## config.mk

```make
export PLATFORM = sky130hd
export DESIGN_NAME = mdu_iter
export DESIGN_NICKNAME = d
export VERILOG_FILES = /design/src/rtl/mdu_iter.sv
export SDC_FILE = /design/constraint.sdc
export NUM_CORES = 2
export LEC_CHECK = 0
export CAP_MARGIN = 20
export CORE_ASPECT_RATIO = 0.6
export CORE_MARGIN = 2
export CORE_UTILIZATION = 49
export DETAILED_ROUTE_END_ITERATION = 12
export HOLD_SLACK_MARGIN = 0.12
export PLACE_DENSITY = 0.65
export SYNTH_ARGS = -nofsm -noshare
export SYNTH_HDL_FRONTEND = slang
export SYNTH_SLANG_ARGS = --single-unit
```

## constraint.sdc

```tcl
create_clock -name clk -period 23 [get_ports clk]
set_input_delay 3.45 -clock clk [delete_from_list [all_inputs] [get_ports clk]]
set_output_delay 3.45 -clock clk [all_outputs]
set_load 0.1 [all_outputs]
```

## src/rtl/mdu_iter.sv

```systemverilog
// mdu_iter: iterative multiply/divide unit with HI/LO result registers.
//
// A multiply or divide is accepted in IDLE and runs for a fixed number of
// cycles. busy stays high for that whole time. HI/LO are written only on the
// edge where busy drops. Multiplies wait MUL_LAT cycles and then take the
// product of the latched operands. Divides use a restoring algorithm:
//   - one cycle to form the operand magnitudes,
//   - WIDTH cycles of shift/subtract, one quotient bit per cycle,
//   - one cycle to apply the signs and commit.
// mthi/mtlo writes land directly in HI/LO while the unit is idle.
//
// Handshake: mnd and mnd_we are single-cycle requests. Each is acted on only
// when the unit is idle (busy=0) and cancel is low in that same cycle. A
// request that arrives while busy=1 is dropped rather than queued, so the
// pipeline must hold mfhi/mflo/mnd until busy=0. When mnd and mnd_we arrive
// together, mnd wins and the write is dropped.

module mdu_iter #(
  parameter int WIDTH   = 32,
  parameter int MUL_LAT = 5
) (
  input  logic             clk,
  input  logic             reset,
  input  logic             mnd,
  input  logic [1:0]       mndop,
  input  logic [WIDTH-1:0] a,
  input  logic [WIDTH-1:0] b,
  input  logic             mnd_we,
  input  logic             HiLo,
  input  logic [WIDTH-1:0] wdata,
  input  logic             hi_lo_sel,
  input  logic             cancel,
  output logic [WIDTH-1:0] rdata,
  output logic             busy,
  output logic [1:0]       state_dbg
);

  localparam int DIV_LAT = WIDTH + 2;
  localparam int MAX_LAT = (DIV_LAT > MUL_LAT) ? DIV_LAT : MUL_LAT;
  localparam int CW      = $clog2(MAX_LAT) + 1;

  // Counter load values: the count reaches zero in the final busy cycle.
  localparam logic [CW-1:0] MUL_LOAD = CW'(MUL_LAT - 1);
  localparam logic [CW-1:0] DIV_LOAD = CW'(DIV_LAT - 1);

  typedef enum logic [1:0] {
    S_IDLE = 2'd0,
    S_MUL  = 2'd1,
    S_DIV  = 2'd2
  } state_t;

  state_t state_q, state_d;

  logic [CW-1:0]    cnt_q;
  logic             op_signed_q;
  logic [WIDTH-1:0] a_q, b_q;
  logic [WIDTH-1:0] hi_q, lo_q;

  // Divider working registers: quotient/dividend shift register,
  // partial remainder and divisor magnitude.
  logic [WIDTH-1:0] quo_q;
  logic [WIDTH-1:0] rem_q;
  logic [WIDTH-1:0] dvs_q;

  // Control decode.
  logic is_idle;
  logic start;
  logic wr_direct;
  logic last_cycle;
  logic commit;
  logic div_abs_cycle;
  logic div_iter_cycle;

  assign is_idle        = (state_q == S_IDLE);
  assign start          = is_idle && mnd && !cancel;
  assign wr_direct      = is_idle && mnd_we && !mnd && !cancel;
  assign last_cycle     = !is_idle && (cnt_q == '0);
  assign commit         = last_cycle && !cancel;
  assign div_abs_cycle  = (state_q == S_DIV) && (cnt_q == DIV_LOAD);
  assign div_iter_cycle = (state_q == S_DIV) && (cnt_q != DIV_LOAD) && (cnt_q != '0);

  // Multiplier datapath: extend both operands to 2*WIDTH. Sign-extend for
  // mult, zero-extend for multu, so that a single unsigned multiply gives
  // the correct low 2*WIDTH bits in both cases.
  logic [2*WIDTH-1:0] ext_a, ext_b, product;

  always_comb begin
    ext_a   = op_signed_q ? {{WIDTH{a_q[WIDTH-1]}}, a_q} : {{WIDTH{1'b0}}, a_q};
    ext_b   = op_signed_q ? {{WIDTH{b_q[WIDTH-1]}}, b_q} : {{WIDTH{1'b0}}, b_q};
    product = ext_a * ext_b;
  end

  // Divider datapath: operand magnitudes, one restoring step, and the
  // final sign fix with the divide-by-zero override.
  logic             a_neg, b_neg;
  logic [WIDTH-1:0] a_abs, b_abs;
  logic [WIDTH:0]   rem_shift;
  logic [WIDTH:0]   rem_diff;
  logic [WIDTH-1:0] div_lo, div_hi;

  always_comb begin
    a_neg     = op_signed_q & a_q[WIDTH-1];
    b_neg     = op_signed_q & b_q[WIDTH-1];
    a_abs     = a_neg ? (~a_q + 1'b1) : a_q;
    b_abs     = b_neg ? (~b_q + 1'b1) : b_q;
    rem_shift = {rem_q, quo_q[WIDTH-1]};
    // rem_q < divisor always holds, so a negative difference shows up as a
    // set top bit (borrow) and a positive one fits in WIDTH bits.
    rem_diff  = rem_shift - {1'b0, dvs_q};
    if (b_q == '0) begin
      div_lo = '1;
      div_hi = a_q;
    end else begin
      // Quotient is negative when the signs differ; the remainder follows
      // the dividend. The most-negative / -1 case falls out naturally: the
      // magnitude quotient 2^(WIDTH-1) is not negated and equals a.
      div_lo = (a_neg ^ b_neg) ? (~quo_q + 1'b1) : quo_q;
      div_hi = a_neg ? (~rem_q + 1'b1) : rem_q;
    end
  end

  // FSM state register.
  always_ff @(posedge clk) begin
    if (reset) state_q <= S_IDLE;
    else       state_q <= state_d;
  end

  // FSM next state: start from IDLE; leave MUL/DIV on cancel or on the last cycle.
  always_comb begin
    state_d = state_q;
    case (state_q)
      S_IDLE: begin
        if (start) state_d = mndop[1] ? S_DIV : S_MUL;
      end
      S_MUL, S_DIV: begin
        if (cancel || (cnt_q == '0)) state_d = S_IDLE;
      end
      default: state_d = S_IDLE;
    endcase
  end

  // Remaining-cycle down-counter.
  always_ff @(posedge clk) begin
    if (reset) begin
      cnt_q <= '0;
    end else if (start) begin
      cnt_q <= mndop[1] ? DIV_LOAD : MUL_LOAD;
    end else if (!is_idle) begin
      if (cancel || (cnt_q == '0)) cnt_q <= '0;
      else                         cnt_q <= cnt_q - CW'(1);
    end
  end

  // Operand latch at start; later changes on a/b do not affect the operation.
  always_ff @(posedge clk) begin
    if (reset) begin
      a_q         <= '0;
      b_q         <= '0;
      op_signed_q <= 1'b0;
    end else if (start) begin
      a_q         <= a;
      b_q         <= b;
      op_signed_q <= mndop[0];
    end
  end

  // Restoring divider: load magnitudes, then shift in one quotient bit per cycle.
  always_ff @(posedge clk) begin
    if (reset) begin
      quo_q <= '0;
      rem_q <= '0;
      dvs_q <= '0;
    end else if (div_abs_cycle) begin
      quo_q <= a_abs;
      rem_q <= '0;
      dvs_q <= b_abs;
    end else if (div_iter_cycle) begin
      quo_q <= {quo_q[WIDTH-2:0], ~rem_diff[WIDTH]};
      rem_q <= rem_diff[WIDTH] ? rem_shift[WIDTH-1:0] : rem_diff[WIDTH-1:0];
    end
  end

  // HI/LO registers: result commit on the final busy edge, or a direct idle write.
  always_ff @(posedge clk) begin
    if (reset) begin
      hi_q <= '0;
      lo_q <= '0;
    end else if (commit) begin
      if (state_q == S_MUL) begin
        hi_q <= product[2*WIDTH-1:WIDTH];
        lo_q <= product[WIDTH-1:0];
      end else begin
        hi_q <= div_hi;
        lo_q <= div_lo;
      end
    end else if (wr_direct) begin
      if (HiLo) hi_q <= wdata;
      else      lo_q <= wdata;
    end
  end

  assign rdata     = hi_lo_sel ? lo_q : hi_q;
  assign busy      = !is_idle;
  assign state_dbg = state_q;

endmodule

```

==> metrics.txt <==
Setup Skew 0.0134 ns; Post-Syn Area 62900 um2; First DRT Iteration DRCs 7172; hold_ws 0.491 ns; final worst path period need 11.27 ns; GP Congestion 1.05; TritonCTS clock tree built; Reg area 4710 um2; cts bufs inserted 24; io pins 140; Area Overhead vs Synth 6.03%; Main synth FF type dfxtp_1; Routed Antenna Nets 0; Crit Path Max Fanout 23; WS Path Type flip-flop to flip-flop; core area 127000 um2; Worst path slowest cell a221oi_1; CP arrival 11.69 ns; clock latency on the worst-skew pair 0.58 ns; number of global-route vias before repair 51500; Lkg Pwr 32.9 nW; GRT Overall Usage 37.6%; final period utilization 49.0%; synth unique cells 77; largest net degree at the start of global routing 79; drt pass-1 iters 8; via count 51100; ys async rst share 0%; ranking of synthesized cells by area fa_1 45%, inv_1 9.5%, dfxtp_1 7.5%, ha_1 6.9%, and2_1 5.7%; H-tree depth 1; Gates resized, CTS repair 0; final hold vios 0; FF+latch count, synth 234; Chip Width 466 um; Rows 101; height of the die 281 um; sequential cell area fraction in the yosys report 7.45%; post-synthesis cell count 7128; TNS Setup 0 ns; pre-CTS setup slack 12.49 ns; final setup margin 11.73 ns; die area 131000 um2; final instance area 66600 um2; Post-CTS Hold Buffers 0; Required @ worst endpoint 23.42 ns; Setup crit start kind flip-flop; fill count 11900; layout cell share with drive strength beyond 1 3.70%; post-DP HPWL 189000 um; maximum clock rate 88.7 MHz; Clk pin slew, worst setup/hold paths 0.07 ns; endpoint type of the worst setup path flip-flop; share of the synthesized area in the top cell type 45.2%; RSZ-0062 raised after global routing no; Post-layout nets 8853; Overflow after GRT 0; Multi-input gate area 50600 um2; final wirelength 245000 um; Slew headroom 12.2%; Avg Cell Area, Syn 8.82 um2; Starting Density 49.5%; Final setup viols 0; syn_nets 9002; clock root buffer clkbuf_16; Min-Delay Path Class flip-flop to flip-flop; status finished, final reports clean; Slew Viols, Final 0; Setup Fix Bufs, Post-CTS 0; residual DRC count 0; drt wl/cell 28.2 um; first-pass GRT wire length 356000 um; Post-synth EDFFs 0; Synth area leader fa_1; placement-stage cell area 65700 um2; cell seen most often among critical-path stages fa_1; Max clock buf depth 3; Pwr Density 25.8 nW/um2; Worst-Margin Slew 1.32 ns; commonest non-fill, non-tap cells in the layout 1598 x inv_1, 1420 x fa_1, 871 x nand2_1, 568 x and2_1, 348 x ha_1; overall power 1.72 mW; commonest non-fill, non-tap cell in the layout inv_1; max-cap viol count 0; Via density 5.87; clock sink total 234; Port Buffers 139; number of warnings issued by yosys 0; Peak VDD IR 47.1 uV; antenna violations before repair 21; crit-path max cell delay 1.11 ns
-- path summary, 6_finish.rpt --
path / start / cells after the start / to / slack (ns)
worst max-delay path: a_q[9]$_SDFFE_PP0P_ / 28 / hi_q[8]$_SDFFE_PP0P_ / 11.73
worst max register to register: a_q[9]$_SDFFE_PP0P_ / 28 / hi_q[8]$_SDFFE_PP0P_ / 11.73
worst min register to register: dvs_q[31]$_SDFFE_PP0P_ / 2 / dvs_q[31]$_SDFFE_PP0P_ / 0.49
worst min-delay path: dvs_q[31]$_SDFFE_PP0P_ / 2 / dvs_q[31]$_SDFFE_PP0P_ / 0.49
-- area by class of cell --
| type | count | area share, % |
|---|---|---|
| Multi-Input combinational cell | 4863 | 75.9 |
| Sequential cell | 234 | 7.07 |
| Timing Repair Buffer | 256 | 3.42 |
| Clock buffer | 30 | 0.997 |
| Clock inverter | 12 | 0.407 |
| Tap cell | 1699 | 3.19 |
| Inverter | 1600 | 9.01 |
| Antenna cell | 2 | 0.00751 |
-- flip-flops by register name (all words and copies together), names as in the netlist --
name,flops
quo_q,32
cnt_q,7
state_dbg,2
lo_q,32
a_q,32
b_q,32
op_signed_q,1
rem_q,32
hi_q,32
dvs_q,32
-- cells in the mapped netlist (4+ instances only) --
library cell  number
inv_1           1598
fa_1            1420
nand2_1          873
and2_1           569
clkbuf_1         371
ha_1             349
a21oi_1          306
dfxtp_1          234
nor2_1           205
xnor2_1          156
o21ai_0          145
xor2_1            94
a211oi_1          78
nand3_1           62
mux2i_1           60
buf_1             56
a21o_1            53
mux2_2            51
nor3_1            51
a31oi_1           47
and3_1            33
a221oi_1          23
nor4_1            21
o31ai_1           21
a311oi_1          19
or3_1             19
o21a_1            16
o21bai_1          16
nand2b_1          14
nand4_1           14
a221o_1           12
nor2b_1           12
o22ai_1           11
o211ai_1          10
o41ai_1            9
nor3b_1            8
a31o_2             7
nand3b_1           5
or2_2              5
or4_1              5
a22oi_1            4
o31a_1             4
-- per-stage QoR --
step / cells / utilization [%]
2_1_floorplan: 7128 / -
3_3_place_gp: 8649 / 51.8
3_5_place_dp: 8650 / 51.8
4_1_cts: 8692 / 52.5
5_1_grt: 8694 / 52.5
6_report: 8696 / 52.5
-- metal layers --
metal / wire length, um / vias up / GRT usage [%]
met4: 7340 / 12 / 8.72
li1: - / 21100 / -
met3: 46300 / 401 / 20.5
met1: 102000 / 25800 / 55.2
met5: 80 / - / 0
met2: 89000 / 3762 / 47.3
-- cells by family after synthesis --
group | synth area share [%]
AOI/OAI and AO/OA | 8.16
xor gates and xnor gates | 3.53
adders and majority gates | 52.2
buffers and inverters | 12.2
DFF | 7.45
muxes | 1.87
and+or+nand+nor | 14.6
-- power breakdown --
part	switching (mW)	internal, mW	total [mW]
Combinational	0.538	0.240	0.778
Clock	0.206	0.295	0.501
Sequential	0.0183	0.420	0.438
Total	0.763	0.955	1.72
-- critical path, delay by kind of cell (launching register included) --
| kind | cells | cell delay [ns] |
|---|---|---|
| adder cells (fa/ha/maj) | 11 | 4.80 |
| AND/OR/NAND/NOR | 3 | 0.67 |
| AO/OA/AOI/OAI | 7 | 3.19 |
| buffers and inverters | 6 | 0.80 |
| flip-flops | 1 | 0.93 |
| XOR/XNOR | 1 | 0.65 |
Note: power is estimated with default switching activity, not from simulation.
